===== src/rtl/parking_pkg.sv =====
// Shared types and constants for the parking slot manager and its exit kiosk.
package parking_pkg;

  localparam int SLOT_W = 3;
  localparam int CODE_W = 8;

  typedef enum logic [2:0] {
    IDLE,
    CODE_HI,
    CODE_LO,
    REQ,
    WAIT_RESP,
    OPEN,
    LOCKED
  } exit_state_t;

  // Passcode of a slot: running sum of the Fibonacci series 1,2,3,5,8,...
  function automatic logic [CODE_W-1:0] slot_passcode(input logic [SLOT_W-1:0] slot);
    logic [CODE_W-1:0] fib_a;
    logic [CODE_W-1:0] fib_b;
    logic [CODE_W-1:0] fib_t;
    logic [CODE_W-1:0] sum;
    fib_a = 8'd1;
    fib_b = 8'd2;
    sum   = 8'd0;
    for (int i = 0; i < (1 << SLOT_W); i++) begin
      if (i <= int'(slot)) sum = sum + fib_a;
      fib_t = fib_a + fib_b;
      fib_a = fib_b;
      fib_b = fib_t;
    end
    return sum;
  endfunction

endpackage


===== src/rtl/exit_timer.sv =====
// Loadable down-counter shared by all timed kiosk states; sticks at zero.
module exit_timer #(
  parameter int W = 12
) (
  input  logic         clock,
  input  logic         gl_reset,
  input  logic         load,
  input  logic [W-1:0] load_val,
  output logic         expired
);

  logic [W-1:0] r_count;

  // NOTE: state registers use non-blocking assignments so every flop samples pre-edge values.
  always_ff @(posedge clock or posedge gl_reset) begin
    if (gl_reset) begin
      r_count <= '0;
    end else if (load) begin
      r_count <= load_val;
    end else if (r_count != '0) begin
      r_count <= r_count - 1'b1;
    end
  end

  assign expired = (r_count == '0);

endmodule


===== src/rtl/parking_exit_terminal.sv =====
// Exit kiosk: gathers slot + passcode from the keypad, asks the slot manager,
// then raises the gate or counts the failure towards a keypad lockout.
module parking_exit_terminal
  import parking_pkg::*;
#(
  parameter int KEY_TIMEOUT  = 1000,
  parameter int RESP_TIMEOUT = 64,
  parameter int GATE_CYCLES  = 500,
  parameter int MAX_TRIES    = 3,
  parameter int LOCK_CYCLES  = 2000
) (
  input  logic              clock,
  input  logic              gl_reset,
  input  logic              key_valid,
  input  logic [3:0]        key_data,
  input  logic              key_clear,
  input  logic              car_present,
  output logic              car_exit,
  output logic [SLOT_W-1:0] exit_from,
  output logic [CODE_W-1:0] exit_code,
  input  logic              match_valid,
  input  logic              match_ok,
  output logic              gate_open,
  output logic              busy,
  output logic              err_pulse,
  output logic              locked,
  output logic [1:0]        tries_left
);

  localparam int MAX_KR  = (KEY_TIMEOUT > RESP_TIMEOUT) ? KEY_TIMEOUT : RESP_TIMEOUT;
  localparam int MAX_GL  = (GATE_CYCLES > LOCK_CYCLES) ? GATE_CYCLES : LOCK_CYCLES;
  localparam int TIMER_W = $clog2((MAX_KR > MAX_GL) ? MAX_KR : MAX_GL) + 1;
  localparam logic [1:0] TRIES_FULL = 2'(MAX_TRIES);

  exit_state_t       r_state;
  exit_state_t       w_next;
  logic [1:0]        r_tries;
  logic [SLOT_W-1:0] r_from;
  logic [CODE_W-1:0] r_code;
  logic              w_key;
  logic              w_load;
  logic              w_expired;
  logic              w_err;
  logic [TIMER_W-1:0] w_load_val;

  // Cancel beats a simultaneous digit.
  assign w_key = key_valid & ~key_clear;

  // NOTE: every always_comb output gets a default first so no path infers a latch.
  always_comb begin
    w_next     = r_state;
    w_err      = 1'b0;
    w_load_val = '0;
    case (r_state)
      IDLE: begin
        if (w_key) begin
          if (!key_data[3]) w_next = CODE_HI;
          else              w_err  = 1'b1;
        end
      end
      CODE_HI: begin
        if (key_clear)      w_next = IDLE;
        else if (key_valid) w_next = CODE_LO;
        else if (w_expired) begin
          w_err  = 1'b1;
          w_next = IDLE;
        end
      end
      CODE_LO: begin
        if (key_clear)      w_next = IDLE;
        else if (key_valid) w_next = REQ;
        else if (w_expired) begin
          w_err  = 1'b1;
          w_next = IDLE;
        end
      end
      REQ: w_next = WAIT_RESP;
      WAIT_RESP: begin
        if (match_valid) begin
          if (match_ok)             w_next = OPEN;
          else if (r_tries <= 2'd1) w_next = LOCKED;
          else                      w_next = IDLE;
        end else if (w_expired) begin
          w_err  = 1'b1;
          w_next = IDLE;
        end
      end
      OPEN:    if (w_expired && !car_present) w_next = IDLE;
      LOCKED:  if (w_expired) w_next = IDLE;
      default: w_next = IDLE;
    endcase

    // Loaded with limit-1 so expiry lands on the limit-th cycle in the state.
    case (w_next)
      CODE_HI, CODE_LO: w_load_val = TIMER_W'(KEY_TIMEOUT - 1);
      WAIT_RESP:        w_load_val = TIMER_W'(RESP_TIMEOUT - 1);
      OPEN:             w_load_val = TIMER_W'(GATE_CYCLES - 1);
      LOCKED:           w_load_val = TIMER_W'(LOCK_CYCLES - 1);
      default:          w_load_val = '0;
    endcase
  end

  assign w_load = (w_next != r_state);

  exit_timer #(.W(TIMER_W)) u_timer (
    .clock    (clock),
    .gl_reset (gl_reset),
    .load     (w_load),
    .load_val (w_load_val),
    .expired  (w_expired)
  );

  always_ff @(posedge clock or posedge gl_reset) begin
    if (gl_reset) begin
      r_state <= IDLE;
      r_tries <= TRIES_FULL;
      r_from  <= '0;
      r_code  <= '0;
    end else begin
      r_state <= w_next;
      case (r_state)
        IDLE:      if (w_key && !key_data[3]) r_from <= key_data[SLOT_W-1:0];
        CODE_HI:   if (w_key) r_code[CODE_W-1 -: 4] <= key_data;
        CODE_LO:   if (w_key) r_code[3:0] <= key_data;
        WAIT_RESP: if (match_valid) r_tries <= match_ok ? TRIES_FULL : r_tries - 2'd1;
        LOCKED:    if (w_expired) r_tries <= TRIES_FULL;
        default:   ;
      endcase
    end
  end

  assign car_exit   = (r_state == REQ);
  assign exit_from  = r_from;
  assign exit_code  = r_code;
  assign gate_open  = (r_state == OPEN);
  assign busy       = (r_state != IDLE);
  assign err_pulse  = w_err;
  assign locked     = (r_state == LOCKED);
  assign tries_left = r_tries;

endmodule


===== config.mk =====
export PLATFORM = sky130hd
export DESIGN_NAME = parking_exit_terminal
export DESIGN_NICKNAME = d
export VERILOG_FILES = /design/src/rtl/parking_pkg.sv /design/src/rtl/exit_timer.sv /design/src/rtl/parking_exit_terminal.sv
export SDC_FILE = /design/constraint.sdc
export NUM_CORES = 1
export LEC_CHECK = 0
export CAP_MARGIN = 20
export CELL_PAD_IN_SITES_DETAIL_PLACEMENT = 0
export CELL_PAD_IN_SITES_GLOBAL_PLACEMENT = 1
export CORE_ASPECT_RATIO = 1.5
export CORE_UTILIZATION = 35
export DETAILED_ROUTE_END_ITERATION = 8
export HOLD_SLACK_MARGIN = 0.12
export PLACE_DENSITY = 0.82
export SLEW_MARGIN = 20
export SYNTH_ARGS = -nofsm -noshare
export SYNTH_HDL_FRONTEND = slang
export SYNTH_HIERARCHICAL = 1
export SYNTH_SLANG_ARGS = --single-unit

===== constraint.sdc =====
create_clock -name clock -period 7 [get_ports clock]
set_clock_uncertainty 0.1 [all_clocks]
set_input_delay 1.4 -clock clock [delete_from_list [all_inputs] [get_ports clock]]
set_output_delay 1.4 -clock clock [all_outputs]
set_load 0.01 [all_outputs]

==> flow_metrics.tcl <==
set metrics [dict create \
    synth_edf_count 0 \
    synth_commonest_cells "dfrtp_1 (26), nand2_1 (24), nor2_1 (15), mux2_2 (10), nor3_1 (10)" \
    critPathLaunchType "input port" \
    first_pass_iters 4 \
    io_buffers 28 \
    slew_violations 0 \
    crit_type "input port to output pin" \
    root_buffer "clkbuf_8" \
    grt_pass1_vias 1558 \
    end_kind "output pin" \
    worstHoldPathType "flip-flop to flip-flop" \
    drt_wl_total_um 4160 \
    cts.hold.buffers_added 0 \
    crit_arrival_ns 3.32 \
    synthFlopType "dfrtp_1" \
    setup-tns-final_ns 0 \
    avgSynthCellArea_um2 9.41 \
    slowest_stage "clkdlybuf4s50_1" \
    yosys_warnings 6 \
    clock_path_buffers 2 \
    worst_hold_path.endpoint "exit_code[2]$_DFFE_PP0P_" \
    area_growth_pct 22.6 \
    n_antenna_cell 0 \
    worst_pin_slew_ns 0.741 \
    drive_above_1_share_pct 15.1 \
    synth_nets 204 \
    fin_ws_ns 2.18 \
    synthCells 191 \
    powerDensity_nw_per_um2 357 \
    ctsResizeCount 0 \
    reg2regPathDepth 13 \
    stdcell_count 285 \
    rows 31 \
    clock.fmax_mhz 208 \
    vias_per_cell 5.26 \
    cts_tree "done" \
    hpwl_um 3210 \
    async_flop_share_pct 100 \
    post_drt_wl_per_cell_um 14.6 \
    die_h_um 89.8 \
    r2r_start "u_timer/r_count[0]$_DFFE_PP0P_" \
    place_ws_ns 2.21 \
    synth_top_area_share_pct 36.2 \
    grt_pass1_wl_um 7070 \
    antenna_found_initial 0 \
    status "finished clean" \
    dpl.cell_count 281 \
    slew_headroom_pct 50.1 \
    grt_max_degree 22 \
    cts_buffers 3 \
    insertion_delay_ns 0.27 \
    setup_viol 0 \
    top_level_ports 29 \
    syn-cell-area_um2 1800 \
    die_x_um 60.5 \
    crit_chain "clkdlybuf4s50_1 -> nor3_1 -> mux2i_1 -> o21ai_0 -> nand2_1 -> o21ai_0 -> clkdlybuf4s50_1" \
    hold_viol 0 \
    ctsHtreeMaxLevel 1 \
    drc_errors 0 \
    ys_seq_area_share_pct 39.1 \
    rrSetupSlack_ns 3.65 \
    crit_fanout 11 \
    clkTransAtPathRegs_ns 0.10 \
    hold_start "exit_code[2]$_DFFE_PP0P_" \
    start_util_pct 36.8 \
    core-area_um2 4890 \
    synth_seq_cells 28 \
    peakVddDrop_mv 0.199 \
    layout.nets 233 \
    grt_use_total_pct 16.8 \
    drtAntennaViolNets 0 \
    cpPeakStageDelay_ns 0.59 \
    synth_top_area_cell "dfrtp_1" \
    gp_congestion 0.847 \
    min_period_ns 4.82 \
    total_leakage_power_nw 0.883 \
    synth.most_common_cell "dfrtp_1" \
    gr-total-overflow 0 \
    min_period_over_period_pct 68.8 \
    synth_area_leaders "dfrtp_1 (36%), mux2_2 (6.3%), nand2_1 (5.0%)" \
    rsz0062_at_grt "false" \
    drt_iter0_markers 35 \
    postCtsSetupBuffers 0 \
    min_path_cells 2 \
    r2r_end "u_timer/r_count[6]$_DFFE_PP0P_" \
    clock_sinks 28 \
    dieArea_um2 5430 \
    crit_required_ns 5.50 \
    maxCapViolations 0 \
    synth_cell_types 55 \
    postLayoutCoreUtil_pct 45.1 \
    num_vias 1499 \
]
==> metrics by stage <==
step                      hold WS [ns]  area [µm²]  power, mW
after floorplan                  0.411        1800      0.532
after global placement           0.359        2130      0.659
after detailed placement         0.363        2130      0.667
after CTS                        0.388        2200      0.796
after global routing             0.423        2200      0.847
final                            0.389        2200      0.786
==> cells by family after synthesis <==
logic type / Yosys count / share of synthesized area [%]
and+or+nand+nor: 81 / 24.6
adders and majority gates: 2 / 1.39
other: 1 / 0.209
buffers and inverters: 15 / 4.25
DFF: 28 / 39.1
muxes: 12 / 7.38
AOI/OAI and AO/OA: 43 / 18.7
xor gates and xnor gates: 9 / 4.39
==> sequential cells by signal, summed over array words and instances (netlist names) <==
signal / count
exit_code: 8
u_timer/r_count: 12
r_state: 3
tries_left: 2
exit_from: 3
==> layout by cell type (no fill, tap or decap), types with 4 or more instances in the layout <==
master | Yosys | final
dfrtp_1 | 26 | 26
a22o_1 | 5 | 5
xnor2_1 | 8 | 8
inv_1 | 8 | 8
nand2b_1 | 6 | 6
o21ai_0 | 4 | 4
nand2_1 | 24 | 24
nand3_1 | 7 | 7
nor2b_1 | 4 | 4
mux2_2 | 10 | 10
clkdlybuf4s50_1 | 0 | 28
nor3_1 | 10 | 10
a21oi_1 | 9 | 9
nor2_1 | 15 | 15
==> worst max-delay path: cells and delay by family <==
kind            cells  cell delay, ns
compound gates      2            0.24
buf+inv             2            1.15
mux                 1            0.11
simple gates        2            0.43
==> worst max-delay path by stage <==
| stage | start | endpoint | slack [ns] | depth (start not counted) |
|---|---|---|---|---|
| floorplan | key_valid | err_pulse | 3.24 | 6 |
| global placement | key_valid | err_pulse | 2.21 | 7 |
| detailed placement | key_valid | err_pulse | 2.21 | 7 |
| CTS | key_valid | err_pulse | 2.19 | 7 |
| global route | key_valid | err_pulse | 1.99 | 7 |
| finish | key_valid | err_pulse | 2.18 | 7 |
==> where the power goes <==
part	switching, mW	internal [mW]	total (mW)
Combinational	0.171	0.195	0.366
Clock	0.0492	0.0765	0.126
Sequential	0.0602	0.234	0.295
Total	0.280	0.506	0.786
==> final cells by class <==
class / count / area (µm²)
inverters: 9 / 33.8
flip-flops and latches: 28 / 703
well taps: 66 / 82.6
multi-input cells: 148 / 1020
clock inverters: 1 / 30.0
fillers: 517 / 2680
clock buffers: 3 / 41.3
repair buffers: 30 / 295
==> layer usage <==
layer  share of wire (%)  GRT usage [%]
met1                  41           20.2
met2                  53           28.5
met3                 3.0           2.01
met4                 3.5           8.33
met5                   0              0
Power figures use the tool's default switching activity.
